File: config.mk
export PLATFORM = sky130hd
export DESIGN_NAME = fifo_drain_arbiter_flat
export DESIGN_NICKNAME = d
export VERILOG_FILES = /design/src/rtl/fifo_drain_arbiter_if.sv /design/src/rtl/fifo_drain_arbiter.sv /design/src/flat_wrapper.sv
export SDC_FILE = /design/constraint.sdc
export NUM_CORES = 1
export LEC_CHECK = 0
export BUFFER_PORTS_ARGS = -buffer_cell sky130_fd_sc_hd__buf_2
export CAP_MARGIN = 10
export CORE_ASPECT_RATIO = 1.2
export CORE_MARGIN = 3
export CORE_UTILIZATION = 30
export DETAILED_ROUTE_END_ITERATION = 8
export GPL_TIMING_DRIVEN = 0
export HOLD_SLACK_MARGIN = 0.03
export PLACE_DENSITY = 0.64
export SLEW_MARGIN = 5
export SYNTH_ARGS = -nofsm -noshare
export SYNTH_HDL_FRONTEND = slang
export SYNTH_SLANG_ARGS = --single-unit
File: constraint.sdc
create_clock -name clock -period 3.4 [get_ports clock]
set_input_delay 0.34 -clock clock [delete_from_list [all_inputs] [get_ports clock]]
set_output_delay 0.34 -clock clock [all_outputs]
set_load 0.05 [all_outputs]
File: src/rtl/fifo_drain_arbiter_if.sv
// Bus bundle for fifo_drain_arbiter: the per-channel FIFO read side and the drained output stream.
// master = the arbiter, slave = the FIFOs plus the downstream consumer.
interface fifo_drain_arbiter_if #(
   parameter int NUM_CH = 4,
   parameter int DATA_W = 32
);
   localparam int CH_W = (NUM_CH > 1) ? $clog2(NUM_CH) : 1;

   logic [NUM_CH-1:0]        ch_empty;
   logic [NUM_CH-1:0]        ch_rdreq;
   logic [NUM_CH*DATA_W-1:0] ch_q;
   logic [DATA_W-1:0]        out_data;
   logic [CH_W-1:0]          out_channel;
   logic                     out_valid;
   logic                     out_ready;

   modport master (
      input  ch_empty, ch_q, out_ready,
      output ch_rdreq, out_data, out_channel, out_valid
   );

   modport slave (
      output ch_empty, ch_q, out_ready,
      input  ch_rdreq, out_data, out_channel, out_valid
   );
endinterface

File: src/rtl/fifo_drain_arbiter.sv
// Round-robin burst drainer of NUM_CH non-showahead FIFOs into one ready/valid stream via a 2-entry skid buffer.
// Optional macro FIFO_DRAIN_STATS_EN enables the saturating word_count of output transfers.
module fifo_drain_arbiter #(
   parameter int NUM_CH    = 4,
   parameter int DATA_W    = 32,
   parameter int BURST_MAX = 8
) (
   input  logic                 clock,
   input  logic                 reset_n,
   input  logic                 enable,
   fifo_drain_arbiter_if.master bus,
   output logic                 busy,
   output logic [15:0]          word_count
);
   localparam int CH_W  = (NUM_CH > 1) ? $clog2(NUM_CH) : 1;
   localparam int CNT_W = $clog2(BURST_MAX + 1);

   typedef enum logic {IDLE, BURST} state_e;

   state_e            state_q, state_d;
   logic [CH_W-1:0]   grant_q, grant_d;
   logic [CH_W-1:0]   rr_ptr_q, rr_ptr_d;
   logic [CNT_W-1:0]  rd_cnt_q, rd_cnt_d;
   logic              infl_q, infl_d;
   logic [CH_W-1:0]   infl_ch_q, infl_ch_d;
   logic [1:0]        occ_q, occ_d;
   logic [DATA_W-1:0] head_data_q, head_data_d, tail_data_q, tail_data_d;
   logic [CH_W-1:0]   head_ch_q, head_ch_d, tail_ch_q, tail_ch_d;

   logic              any_req;
   logic [CH_W-1:0]   pick;
   logic [CH_W-1:0]   idx;
   logic              rdreq_en;
   logic              burst_done;
   logic              credit;
   logic              push;
   logic              pop;
   logic [2:0]        pending;
   logic [DATA_W-1:0] word_in;

   // First non-empty channel at or above rr_ptr, with wrap; lowest offset wins.
   always_comb begin
      any_req = 1'b0;
      pick    = rr_ptr_q;
      idx     = '0;
      for (int k = NUM_CH - 1; k >= 0; k--) begin
         idx = CH_W'((int'(rr_ptr_q) + k) % NUM_CH);
         if (!bus.ch_empty[idx]) begin
            any_req = 1'b1;
            pick    = idx;
         end
      end
   end

   // Reads already issued plus buffered words must leave room for the next one.
   assign pop     = (occ_q != 2'd0) && bus.out_ready;
   assign push    = infl_q;
   assign pending = 3'(occ_q) + 3'(infl_q) - 3'(pop);
   assign credit  = (pending < 3'd2);

   always_ff @(posedge clock or negedge reset_n) begin
      if (!reset_n) begin
         state_q  <= IDLE;
         grant_q  <= '0;
         rr_ptr_q <= '0;
         rd_cnt_q <= '0;
      end else begin
         state_q  <= state_d;
         grant_q  <= grant_d;
         rr_ptr_q <= rr_ptr_d;
         rd_cnt_q <= rd_cnt_d;
      end
   end

   always_comb begin
      state_d  = state_q;
      grant_d  = grant_q;
      rr_ptr_d = rr_ptr_q;
      rd_cnt_d = rd_cnt_q;
      case (state_q)
         IDLE: begin
            if (enable && any_req) begin
               state_d  = BURST;
               grant_d  = pick;
               rr_ptr_d = (pick == CH_W'(NUM_CH - 1)) ? '0 : pick + CH_W'(1);
               rd_cnt_d = '0;
            end
         end
         BURST: begin
            if (rdreq_en) rd_cnt_d = rd_cnt_q + CNT_W'(1);
            if (burst_done) state_d = IDLE;
         end
         default: state_d = IDLE;
      endcase
   end

   always_comb begin
      rdreq_en     = 1'b0;
      burst_done   = 1'b0;
      bus.ch_rdreq = '0;
      if (state_q == BURST) begin
         rdreq_en   = enable && !bus.ch_empty[grant_q] &&
                      (rd_cnt_q < CNT_W'(BURST_MAX)) && credit;
         burst_done = !rdreq_en && ((rd_cnt_q == CNT_W'(BURST_MAX)) ||
                                    bus.ch_empty[grant_q] || !enable);
      end
      if (rdreq_en) bus.ch_rdreq[grant_q] = 1'b1;
   end

   // Non-showahead FIFOs: the word read in cycle t is on ch_q during t+1, tagged at issue.
   assign word_in = bus.ch_q[int'(infl_ch_q)*DATA_W +: DATA_W];

   always_comb begin
      infl_d      = rdreq_en;
      infl_ch_d   = grant_q;
      head_data_d = head_data_q;
      head_ch_d   = head_ch_q;
      tail_data_d = tail_data_q;
      tail_ch_d   = tail_ch_q;
      if (pop) begin
         head_data_d = tail_data_q;
         head_ch_d   = tail_ch_q;
      end
      if (push) begin
         if ((occ_q == 2'd0) || ((occ_q == 2'd1) && pop)) begin
            head_data_d = word_in;
            head_ch_d   = infl_ch_q;
         end else begin
            tail_data_d = word_in;
            tail_ch_d   = infl_ch_q;
         end
      end
      occ_d = occ_q + 2'(push) - 2'(pop);
   end

   always_ff @(posedge clock or negedge reset_n) begin
      if (!reset_n) begin
         infl_q      <= 1'b0;
         infl_ch_q   <= '0;
         occ_q       <= 2'd0;
         head_data_q <= '0;
         head_ch_q   <= '0;
         tail_data_q <= '0;
         tail_ch_q   <= '0;
      end else begin
         infl_q      <= infl_d;
         infl_ch_q   <= infl_ch_d;
         occ_q       <= occ_d;
         head_data_q <= head_data_d;
         head_ch_q   <= head_ch_d;
         tail_data_q <= tail_data_d;
         tail_ch_q   <= tail_ch_d;
      end
   end

   assign bus.out_valid   = (occ_q != 2'd0);
   assign bus.out_data    = head_data_q;
   assign bus.out_channel = head_ch_q;
   assign busy            = (state_q != IDLE) || infl_q || (occ_q != 2'd0);

`ifdef FIFO_DRAIN_STATS_EN
   logic [15:0] word_count_q, word_count_d;

   always_comb begin
      word_count_d = word_count_q;
      if (pop && (word_count_q != 16'hFFFF)) word_count_d = word_count_q + 16'd1;
   end

   always_ff @(posedge clock or negedge reset_n) begin
      if (!reset_n) word_count_q <= 16'd0;
      else          word_count_q <= word_count_d;
   end

   assign word_count = word_count_q;
`else
   assign word_count = 16'd0;
`endif
endmodule
File: src/flat_wrapper.sv
// flat-port wrapper written by rule: the top's interface ports become plain ports
module fifo_drain_arbiter_flat 
#(
   parameter int NUM_CH    = 4,
   parameter int DATA_W    = 32,
   parameter int BURST_MAX = 8
)
  (clock, reset_n, enable, busy, word_count, bus_ch_empty, bus_ch_q, bus_out_ready, bus_ch_rdreq, bus_out_data, bus_out_channel, bus_out_valid);
  fifo_drain_arbiter_if #(.NUM_CH(NUM_CH), .DATA_W(DATA_W)) bus_i ();
  input  logic clock;
  input  logic reset_n;
  input  logic enable;
  output logic busy;
  output logic [15:0] word_count;
  input wire logic [$bits(bus_i.ch_empty)-1:0] bus_ch_empty;
  input wire logic [$bits(bus_i.ch_q)-1:0] bus_ch_q;
  input wire logic [$bits(bus_i.out_ready)-1:0] bus_out_ready;
  output wire logic [$bits(bus_i.ch_rdreq)-1:0] bus_ch_rdreq;
  output wire logic [$bits(bus_i.out_data)-1:0] bus_out_data;
  output wire logic [$bits(bus_i.out_channel)-1:0] bus_out_channel;
  output wire logic [$bits(bus_i.out_valid)-1:0] bus_out_valid;
  assign bus_i.ch_empty = bus_ch_empty;
  assign bus_i.ch_q = bus_ch_q;
  assign bus_i.out_ready = bus_out_ready;
  assign bus_ch_rdreq = bus_i.ch_rdreq;
  assign bus_out_data = bus_i.out_data;
  assign bus_out_channel = bus_i.out_channel;
  assign bus_out_valid = bus_i.out_valid;
  fifo_drain_arbiter #(.NUM_CH(NUM_CH), .DATA_W(DATA_W), .BURST_MAX(BURST_MAX)) u_core (.clock(clock), .reset_n(reset_n), .enable(enable), .bus(bus_i), .busy(busy), .word_count(word_count));
endmodule
; Yosys cells after proc, flatten, opt, wreduce, memory -nomap -nowiden
; Cells that the tools add are included.
[word_totals]
ff_bits = 82
inputBits = 136
output_inout_bits = 56
elab_cells = 93
[op_classes]
addsub = 9
order_cmp = 8
n_eq_ne = 5
shifts = 1
n_mux = 36
bitwise_logic = 2
reduce_logical = 21
[op_table]
columns = op, n
row1 = $shiftx A128 B8 Y32, 1
row2 = $mux W32, 3
row3 = $mux W2, 8
row4 = $lt A2 B3 Y1 const B, 5
row5 = $mux W1, 14
row6 = $mux W4, 3
row7 = $bmux W1 S2, 5
row8 = $logic_and A1 B1 Y1, 8
row9 = $pmux W4 S2, 1
row10 = $reduce_and A2 Y1, 3
row11 = $logic_or A1 B1 Y1, 5
row12 = $add A2 B1 Y2 const B, 2
row13 = $add A2 B2 Y2 const B, 2
row14 = $add A4 B1 Y4 const B, 1
row15 = $eq A4 B4 Y1 const B, 1
row16 = $lt A4 B4 Y1 const B, 1
row17 = $add A2 B1 Y3, 1
row18 = $logic_not A1 Y1, 3
row19 = $lt A3 B2 Y1 const B, 1
row20 = $sub A3 B1 Y3, 1
row21 = $add A2 B1 Y2, 1
row22 = $demux W1 S2, 1
row23 = $eq A2 B1 Y1 const B, 1
row24 = $eq A2 B2 Y1 const B, 1
row25 = other kinds (8), 9

; Longest topological paths before layout
; Gate-level depths: netlist of the first run.
[logic_depth]
depth_word = 11
depth_mapped = 13
mapped_depth_nobuf = 11

; Least setup slack after synthesis of the first run
; Ideal clock, no wire load.
[synth_timing]
path_type = register -> output
start = register u_core.occ_q[1]
end = output port bus_ch_rdreq[2]
arrival_time_ps = 4368
t_required_ps = 3060
slack_ps = -1308
path_stages_with_launch = 13
path_buffers = 2
cell_sequence = dfrtp_1 -> or2_1 -> clkbuf_1 -> nand2_2 -> buf_4 -> or2_2 -> nand2_1 -> ha_1 -> fa_1 -> or2_2 -> a2111oi_4 -> nand2_1 -> nor3b_1
[synth_via]
elab_chain_len = 7
word_cells_on_any_way = 8
classes_between = 2 x add/sub / 1 x order compare / 2 x mux / 3 x reduce/logical
[synth_rtl]
columns = element, line_no
row1 = from (decl), fifo_drain_arbiter.sv:26  ; logic [1:0] occ_q, occ_d;
row2 = from (signal assigned), fifo_drain_arbiter.sv:140  ; occ_q <= 2'd0;
row3 = from (signal assigned), fifo_drain_arbiter.sv:148  ; occ_q <= occ_d;
row4 = $reduce_bool A2 Y1, n/a
row5 = via bus_out_valid, flat_wrapper.sv:21  ; output wire logic [$bits(bus_i.out_valid)-1:0] bus_out_valid;
row6 = $logic_and A1 B1 Y1, fifo_drain_arbiter.sv:56  ; assign pop = (occ_q != 2'd0) && bus.out_ready;
row7 = $sub A3 B1 Y3, fifo_drain_arbiter.sv:58  ; assign pending = 3'(occ_q) + 3'(infl_q) - 3'(pop);
row8 = $lt A3 B2 Y1, fifo_drain_arbiter.sv:59  ; assign credit = (pending < 3'd2);
row9 = $logic_and A1 B1 Y1, fifo_drain_arbiter.sv:103  ; (rd_cnt_q < CNT_W'(BURST_MAX)) && credit;
row10 = $mux W1, fifo_drain_arbiter.sv:101  ; if (state_q == BURST) begin
row11 = $mux W4, fifo_drain_arbiter.sv:107  ; if (rdreq_en) bus.ch_rdreq[grant_q] = 1'b1;
row12 = to (decl), flat_wrapper.sv:18  ; output wire logic [$bits(bus_i.ch_rdreq)-1:0] bus_ch_rdreq;
; The timed path passes the listed nets, and every way through them passes these cells.

; Worst setup path in the final report of the first run
[layout_timing]
start = register u_core.occ_q[1]
end = output port bus_ch_rdreq[0]
[layout_via]
elab_chain_len = 7
word_cells_on_any_way = 8
classes_between = 2 x add/sub / 1 x order compare / 2 x mux / 3 x reduce/logical
[layout_rtl]
columns = element, line_no
row1 = branches (longest 2 deep; another with $add A2 B1 Y3), n/a
row2 = $sub A3 B1 Y3 (*), fifo_drain_arbiter.sv:58
row3 = $lt A3 B2 Y1 (*), fifo_drain_arbiter.sv:59
row4 = $logic_and A1 B1 Y1 (*), fifo_drain_arbiter.sv:103
row5 = $mux W1 (*), fifo_drain_arbiter.sv:101
row6 = $mux W4 (*), fifo_drain_arbiter.sv:107
; Every way passes the cells marked *.

==> run summary, run 1 <==
diodes inserted = 0
cell-by-cell listing of the critical path = or2_4, nand2_8, or2_4, nand2_4, ha_4, fa_1, or2_4, a2111oi_4, nand2_2, buf_6, nor3_4, buf_6
Pwr Density = 834.3 nW/um^2
drt drc = 0
R2R Setup Slk = 0.72 ns
Arr. time, crit path = 3.06 ns
end of the worst register-to-register path = u_core.rd_cnt_q[2]
Area after DPL = 5793 um^2
worst hold slack after final layout = 0.3695 ns
most common flop cell mapped by yosys = sky130_fd_sc_hd__dfrtp_1
H-tree depth reported by CTS = 3
IO Pins = 192
worst min-delay path class = flop to flop
DP HPWL = 9529 um
height of the die = 140.2 um
quantity of I/O buffers inserted on ports = 175
Placed Cells = 752
Mapped Cells = 361
f_max = 0.2944 GHz
type of destination of the critical path = output port
detail-routed net length per standard cell = 15.94 um
clock network latency to the later pin of the worst-skew pair = 0.34 ns
max-slew headroom at the worst pin = 0.5247
maximum number of pins on one net before global-route repair = 47
num rows = 48
Worst R2R Path Depth = 12
share of async-settable or async-resettable flops after synthesis = 1.000
Critical Path Slowest Stage Cell = sky130_fd_sc_hd__fa_1
drt pass-1 iters = 4
clk sink count = 82
die outline area = 16530 um^2
Critical Path RT = 3.06 ns
Top cell by count, worst path = sky130_fd_sc_hd__or2_4
worst clock skew = 0.006650 ns
GRT Resource Usage Total = 0.1506
share of the clock period used by the worst path after layout = 0.9990
final setup TNS = 0 ns
leakage power figure = 0.003100 uW
mean cell area of the mapped netlist = 12.48 um^2
number of buffers and inverters on the critical path = 2
area share of the leading cell type in the synthesized netlist = 0.4556
layout-stage area growth over the synthesis result = 37.89%
gp weighted congestion = 0.7457
Seq cells post-synth = 82
Min-Delay Startpoint = u_core.grant_q[1]
Final Net Count = 713
category of the critical setup timing path = flop to output port
Vias/cell = 4.772
warning count from the yosys run = 0
status = completed
proportion of synthesized chip area in sequential cells = 0.4556
beginning of the critical path = u_core.occ_q[1]
total routed wirelength = 12390 um
commonest cells after routing, fill and taps aside = 181 x sky130_fd_sc_hd__buf_2, 82 x sky130_fd_sc_hd__dfrtp_1, 43 x sky130_fd_sc_hd__nand2_1
RSZ-0062 raised after global routing = true
Netlist Area Pre-Place = 4504 um^2
number of buffers on the longest clock path = 2
number of antenna violations at the first check in global routing = 2
final count of pins violating max slew = 0
Unique masters post-synth = 39
proportion of layout cells with a drive suffix above 1 = 0.5373
worst hold stages = 0
maximum resistive drop on vdd = 0.4007 mV
Worst Hold Path EP = u_core.infl_ch_q[1]
launching point of the worst reg2reg path = u_core.occ_q[1]
library cell with the largest summed area after synthesis = sky130_fd_sc_hd__dfrtp_1
endpoints failing hold = 0
vias in the first global route = 3909
Die X-Extent = 117.9 um
Initial Util = 0.3099
reported max-cap violation count = 0
Overflow after GRT = 0
wire length of the first global-routing pass = 19730 um
Critical Path Max Stage Delay = 0.48 ns
Post-synth EDFFs = 0
most common cell after layout, fill and taps aside = sky130_fd_sc_hd__buf_2
cell area after layout = 6211 um^2
TritonCTS clock tree = built
post-route non-filler standard cell count = 777
total via count in the routed design = 3708
crit path max fanout = 4
total power = 5182 uW
largest cells by area after synthesis = sky130_fd_sc_hd__dfrtp_1 46%, sky130_fd_sc_hd__mux4_2 16%, sky130_fd_sc_hd__mux2_2 9.3%, sky130_fd_sc_hd__mux2i_1 7.8%, sky130_fd_sc_hd__nand2_1 3.8%
Antenna Nets Post-Route = 0
Tmin final = 3.397 ns
crit start category = flop
number of buffers inserted during clock tree synthesis = 9
clock-pin slew on the worst setup and hold paths = 0.06 ns
Initial DRC Count = 134
CORE AREA = 14530 um^2
Setup-failing EPs final = 0
Tightest Pin Transition = 0.7114 ns
kind of cell adding the most delay to the critical path = simple AND/OR/NAND/NOR gates
master cell of the clock root buffer = sky130_fd_sc_hd__clkbuf_16
[final cells by class]
type                       instances  area (um^2)
sequential                        82         2052
clock inverter                     4        76.32
inverter                           8        30.03
multi-input combinational        247         2326
tap                              200        250.2
timing repair buffer             187         1020
fill                            1403         8323
buffer                            37        220.2
clock buffer                      12        236.5
[cell families (layout without fill, tap and decap cells)]
family          count (synthesis)  in the layout  synth area share
xor+xnor                        1              1          0.001945
flops                          82             82            0.4556
simple gates                   70             70           0.06972
compound gates                 51             51           0.06806
buf+inv                        47            248           0.05806
fa+ha+maj                       5              5           0.01556
mux                           104            104            0.3303
other cells                     1             16         0.0008325
[cells in the mapped netlist (2+ instances only)]
master / n
sky130_fd_sc_hd__or2_2: 2
sky130_fd_sc_hd__o31ai_1: 2
sky130_fd_sc_hd__ha_1: 4
sky130_fd_sc_hd__nand2_1: 45
sky130_fd_sc_hd__buf_4: 19
sky130_fd_sc_hd__nor2_1: 4
sky130_fd_sc_hd__o21ai_0: 31
sky130_fd_sc_hd__buf_2: 11
sky130_fd_sc_hd__nor3b_1: 3
sky130_fd_sc_hd__nand3_1: 5
sky130_fd_sc_hd__mux4_2: 32
sky130_fd_sc_hd__o21ai_1: 6
sky130_fd_sc_hd__nand3b_1: 2
sky130_fd_sc_hd__clkbuf_1: 9
sky130_fd_sc_hd__a21oi_1: 2
sky130_fd_sc_hd__inv_1: 7
sky130_fd_sc_hd__nor2b_1: 2
sky130_fd_sc_hd__a31oi_1: 2
sky130_fd_sc_hd__dfrtp_1: 82
sky130_fd_sc_hd__and3_1: 2
sky130_fd_sc_hd__mux2_2: 37
sky130_fd_sc_hd__mux2i_1: 35
[routing by layer]
layer | vias to the layer above | global-route usage | share of wire
li1 | 1716 | - | -
met1 | 1833 | 0.1759 | 0.41
met2 | 132 | 0.2638 | 0.52
met3 | 23 | 0.03877 | 0.058
met4 | 4 | 0.06173 | 0.018
met5 | - | 0 | 0.0019
[through the flow]
| step | utilization | worst slack [ns] |
|---|---|---|
| after floorplan | - | -0.1567 |
| after global placement | 0.3965 | -0.3219 |
| final | 0.4273 | 0.003285 |
| after CTS | 0.4262 | -0.01801 |
| after detailed placement | 0.3986 | -0.3750 |
| after global routing | 0.4273 | -0.1327 |
[sequential cells by signal (all words and copies together) (netlist names)]
signal                  flops
u_core.bus.out_data        32
u_core.infl_q               1
u_core.occ_q                2
u_core.tail_ch_q            2
u_core.rd_cnt_q             4
u_core.bus.out_channel      2
u_core.state_q              1
u_core.rr_ptr_q             2
u_core.grant_q              2
u_core.tail_data_q         32
u_core.infl_ch_q            2
[report_power, final]
group	internal, uW	leakage (uW)	switching [uW]
clock network	645	0.000147	382
registers	1350	0.00106	221
logic	1060	0.00189	1520
total	3060	0.00310	2130
[worst max-delay path by stage]
stage	endpoint	slack (ns)	cells after the start
4_1_cts	bus_ch_rdreq[0]	-0.02	12
3_5_place_dp	bus_ch_rdreq[3]	-0.37	14
6_report	bus_ch_rdreq[0]	0.003	12
2_1_floorplan	bus_ch_rdreq[1]	-0.16	12
3_3_place_gp	bus_ch_rdreq[3]	-0.32	14
5_1_grt	bus_ch_rdreq[0]	-0.13	12
[repair_timing]
action | 4_1_cts | 5_1_grt
pin swaps | 6 | 0
hold buffers | 1 | 0
endpoints found under the hold margin | 36 | 0
setup endpoints to repair | 4 | 4
resized for setup | 11 | 2
setup buffers | 9 | 1
Note: power is estimated with default switching activity, not from simulation.
==> run 2, diff against run 1 <==
--- a/config.mk
+++ b/config.mk
@@ -5,6 +5,7 @@
 export SDC_FILE = /design/constraint.sdc
 export NUM_CORES = 1
 export LEC_CHECK = 0
+export ABC_AREA = 1
 export BUFFER_PORTS_ARGS = -buffer_cell sky130_fd_sc_hd__buf_2
 export CAP_MARGIN = 10
 export CORE_ASPECT_RATIO = 1.2
@@ -13,7 +14,7 @@
 export DETAILED_ROUTE_END_ITERATION = 8
 export GPL_TIMING_DRIVEN = 0
 export HOLD_SLACK_MARGIN = 0.03
-export PLACE_DENSITY = 0.64
+export PLACE_DENSITY = 0.63
 export SLEW_MARGIN = 5
 export SYNTH_ARGS = -nofsm -noshare
 export SYNTH_HDL_FRONTEND = slang
==> run summary, run 2 <==
maximum number of pins on one net before global-route repair = 43 (was 47)
library cell with the largest summed area after synthesis = sky130_fd_sc_hd__dfrtp_1 (unchanged)
number of antenna violations at the first check in global routing = 1 (was 2)
detail-routed net length per standard cell = 14.79 um (was 15.94 um)
worst min-delay path class = flop to flop (unchanged)
status = completed (unchanged)
Setup-failing EPs final = 0 (unchanged)
mean cell area of the mapped netlist = 7.306 um^2 (was 12.48 um^2)
Tightest Pin Transition = 0.5722 ns (was 0.7114 ns)
most common cell after layout, fill and taps aside = sky130_fd_sc_hd__buf_2 (unchanged)
Tmin final = 3.182 ns (was 3.397 ns)
total met3 wirelength after detailed routing = 1038 um (was 716 um)
Vias/cell = 4.680 (was 4.772)
wire length of the first global-routing pass = 24640 um (was 19730 um)
max-slew headroom at the worst pin = 0.6185 (was 0.5247)
proportion of synthesized area in mux cells = 0 (was 0.3303)
final count of pins violating max slew = 0 (unchanged)
XOR/XNOR share of the synthesized area = 0.003568 (was 0.001944)
drt pass-1 iters = 5 (was 4)
total via count in the routed design = 5106 (was 3708)
number of buffers on the longest clock path = 2 (unchanged)
complex-gate fraction of the synthesized area = 0.2207 (was 0.06806)
Antenna Nets Post-Route = 0 (unchanged)
Seq cells post-synth = 82 (unchanged)
Synth Area in Adders = 0.01427 (was 0.01556)
total power = 6081 uW (was 5182 uW)
Pwr Density = 935.9 nW/um^2 (was 834.3 nW/um^2)
worst clock skew = 0.005895 ns (was 0.006650 ns)
crit path max fanout = 10 (was 4)
TritonCTS clock tree = built (unchanged)
Critical Path RT = 3.06 ns (about the same)
IO Pins = 192 (unchanged)
master cell of the clock root buffer = sky130_fd_sc_hd__clkbuf_16 (unchanged)
most instantiated library cell after synthesis = sky130_fd_sc_hd__nand2_1 (was sky130_fd_sc_hd__dfrtp_1)
worst setup slack after placement = 0.3570 ns (was -0.3750 ns)
total routed wirelength = 16140 um (was 12390 um)
gp weighted congestion = 0.8128 (was 0.7457)
most common flop cell mapped by yosys = sky130_fd_sc_hd__dfrtp_1 (unchanged)
height of the die = 146.1 um (was 140.2 um)
H-tree depth reported by CTS = 3 (unchanged)
drt drc = 0 (unchanged)
proportion of synthesized chip area in sequential cells = 0.4179 (was 0.4556)
f_max = 0.3142 GHz (was 0.2944 GHz)
largest cells by area after synthesis = sky130_fd_sc_hd__dfrtp_1 42%, sky130_fd_sc_hd__nand2_1 12%, sky130_fd_sc_hd__o21ai_0 12%, sky130_fd_sc_hd__nor2_1 5.5%, sky130_fd_sc_hd__inv_1 4.1% (was sky130_fd_sc_hd__dfrtp_1 46%, sky130_fd_sc_hd__mux4_2 16%, sky130_fd_sc_hd__mux2_2 9.3%, sky130_fd_sc_hd__mux2i_1 7.8%, sky130_fd_sc_hd__nand2_1 3.8%)
Mapped Cells = 672 (was 361)
type of destination of the critical path = output port (unchanged)
combinational family with the most area after synthesis = simple AND/OR/NAND/NOR gates (was multiplexers)
number of buffers inserted during clock tree synthesis = 9 (unchanged)
internal power = 3074 uW (was 3057 uW)
reported max-cap violation count = 0 (unchanged)
Overflow after GRT = 0 (unchanged)
Clk pwr share = 0.168 (was 0.198)
warning count from the yosys run = 0 (unchanged)
share of the clock period used by the worst path after layout = 0.9360 (was 0.9990)
endpoints failing hold = 0 (unchanged)
layout-stage area growth over the synthesis result = 32.34% (was 37.89%)
Arr. time, crit path = 2.84 ns (was 3.06 ns)
category of the critical setup timing path = flop to output port (unchanged)
GRT Resource Usage Total = 0.1750 (was 0.1506)
Initial DRC Count = 341 (was 134)
post-synthesis share of cell area spent on and, or, nand and nor gates = 0.2232 (was 0.06972)
sequential cell fraction of total power = 0.267 (was 0.303)
combinational share of power = 0.566 (was 0.499)
Die X-Extent = 122.8 um (was 117.9 um)
crit start category = flop (unchanged)
RSZ-0062 raised after global routing = false (was true)
Unique masters post-synth = 31 (was 39)
Final Net Count = 1019 (was 713)
Final WS setup = 0.2177 ns (was 0.003285 ns)
switch share = 0.4945 (was 0.4102)
CORE AREA = 15830 um^2 (was 14530 um^2)
vias in the first global route = 4913 (was 3909)
quantity of I/O buffers inserted on ports = 175 (unchanged)
Post-synth EDFFs = 0 (unchanged)
sw power = 3007 uW (was 2125 uW)
area share of the leading cell type in the synthesized netlist = 0.4179 (was 0.4556)
Initial Util = 0.3102 (was 0.3099)
highest metal layer used by the detailed router = met4 (was met5)
clock network latency to the later pin of the worst-skew pair = 0.33 ns (was 0.34 ns)
clk sink count = 82 (unchanged)
maximum resistive drop on vdd = 0.3622 mV (was 0.4007 mV)
proportion of layout cells with a drive suffix above 1 = 0.3016 (was 0.5373)
final setup TNS = 0 ns (unchanged)
Netlist Area Pre-Place = 4910 um^2 (was 4504 um^2)
wire length on met1 = 6889 um (was 5017 um)
commonest cells after routing, fill and taps aside = 184 x sky130_fd_sc_hd__buf_2, 162 x sky130_fd_sc_hd__nand2_1, 118 x sky130_fd_sc_hd__o21ai_0 (was 181 x sky130_fd_sc_hd__buf_2, 82 x sky130_fd_sc_hd__dfrtp_1, 43 x sky130_fd_sc_hd__nand2_1)
DP HPWL = 12330 um (was 9529 um)
clock-pin slew on the worst setup and hold paths = 0.06 ns (about the same)
share of async-settable or async-resettable flops after synthesis = 1.000 (unchanged)
leakage power figure = 0.003213 uW (was 0.003100 uW)
cell types with the highest counts after synthesis = 162 x sky130_fd_sc_hd__nand2_1, 118 x sky130_fd_sc_hd__o21ai_0, 82 x sky130_fd_sc_hd__dfrtp_1, 72 x sky130_fd_sc_hd__nor2_1, 54 x sky130_fd_sc_hd__inv_1 (was 82 x sky130_fd_sc_hd__dfrtp_1, 45 x sky130_fd_sc_hd__nand2_1, 37 x sky130_fd_sc_hd__mux2_2, 35 x sky130_fd_sc_hd__mux2i_1, 32 x sky130_fd_sc_hd__mux4_2)
num rows = 50 (was 48)
total met2 wirelength after detailed routing = 7944 um (was 6402 um)
die outline area = 17940 um^2 (was 16530 um^2)
-- run 2: cell count changes in the layout (fill, tap and decap cells not counted), moves of 5 or more --
| cell | previous run | this run |
|---|---|---|
| sky130_fd_sc_hd__mux4_2 | 32 | 0 |
| sky130_fd_sc_hd__mux2i_1 | 35 | 0 |
| sky130_fd_sc_hd__nor2_1 | 4 | 72 |
| sky130_fd_sc_hd__a21oi_1 | 2 | 7 |
| sky130_fd_sc_hd__o21ai_1 | 6 | 35 |
| sky130_fd_sc_hd__inv_1 | 7 | 54 |
| sky130_fd_sc_hd__mux2_2 | 37 | 0 |
| sky130_fd_sc_hd__nand3_1 | 5 | 12 |
| sky130_fd_sc_hd__o22ai_1 | 1 | 28 |
| sky130_fd_sc_hd__a32o_1 | 0 | 5 |
| sky130_fd_sc_hd__nand2_1 | 43 | 162 |
| sky130_fd_sc_hd__nand2_2 | 1 | 7 |
| sky130_fd_sc_hd__o21ai_0 | 31 | 118 |
-- run 2: metal layers --
layer / global-route usage / vias to the layer above
met1: 0.2141 / 2341
met2: 0.3067 / 174
met3: 0.03100 / 18
met5: 0 / -
li1: - / 2573
met4: 0.05882 / 0
-- run 2: what timing repair did --
item                       in CTS  in global routing
pin swaps                       0                  2
setup endpoints to repair       4                  4
hold endpoints to repair       40                  0
hold buffers                    1                  0
gates cloned                    0                  0
buffers inserted                0                  3
resized for setup               4                  4
-- run 2: kinds of logic after synthesis --
group	Yosys count
other	1
DFF	82
and+or+nand+nor	266
xor gates and xnor gates	2
adders and majority gates	5
buffers and inverters	117
AOI/OAI and AO/OA	199
-- run 2: area by class of cell --
type / count / area [um^2]
repair buffers: 180 / 948.4
well taps: 208 / 260.3
flip-flops and latches: 82 / 2052
diodes: 1 / 2.502
multi-input cells: 488 / 2337
clock buffers: 10 / 229.0
inverters: 60 / 230.2
plain buffers: 57 / 359.1
fillers: 1683 / 9330
clock inverters: 5 / 78.83
-- run 2: power groups by stage --
stage | Clock, uW | Combinational (uW) | Sequential (uW)
after floorplan | 0 | 1870 | 2210
after global placement | 0 | 3380 | 1620
after detailed placement | 0 | 3410 | 1640
after CTS | 1050 | 3430 | 1620
after global routing | 1080 | 3800 | 1670
final | 1020 | 3440 | 1620
-- run 2: worst paths after layout --
kind	depth (start not counted)	slack [ns]	to	from
worst min-delay path	0	0.42	u_core.infl_ch_q[0]	u_core.grant_q[0]
worst min register to register	0	0.42	u_core.infl_ch_q[0]	u_core.grant_q[0]
worst max register to register	13	0.83	u_core.rd_cnt_q[3]	u_core.occ_q[1]
worst max-delay path	11	0.22	bus_ch_rdreq[3]	u_core.occ_q[1]
max in group asynchronous	3	2.26	u_core.bus.out_channel[1]	reset_n
min in group asynchronous	2	0.53	u_core.bus.out_data[3]	reset_n
-- run 2: per-stage QoR --
| stage | utilization | instances | area [um^2] | hold slack [ns] |
|---|---|---|---|---|
| floorplan | - | 687 | 4966 | 0.04441 |
| global route | 0.4105 | 1091 | 6497 | 0.4297 |
| finish | 0.4105 | 1091 | 6497 | 0.4163 |
| CTS | 0.4081 | 1087 | 6460 | 0.4113 |
| global placement | 0.3855 | 1070 | 6102 | 0.3974 |
| detailed placement | 0.3874 | 1071 | 6132 | 0.3675 |
-- run 2: critical path: stages (launching register included) --
cell and delay, ns:
sky130_fd_sc_hd__dfrtp_1 0.44, sky130_fd_sc_hd__nor2_4 0.20, sky130_fd_sc_hd__nor2_8 0.08, sky130_fd_sc_hd__buf_4 0.18, sky130_fd_sc_hd__nand2_1 0.10, sky130_fd_sc_hd__nand2_1 0.07
sky130_fd_sc_hd__ha_1 0.19, sky130_fd_sc_hd__fa_1 0.48, sky130_fd_sc_hd__nor3_2 0.23, sky130_fd_sc_hd__nand2_2 0.13, sky130_fd_sc_hd__nor3_1 0.17, sky130_fd_sc_hd__buf_4 0.23
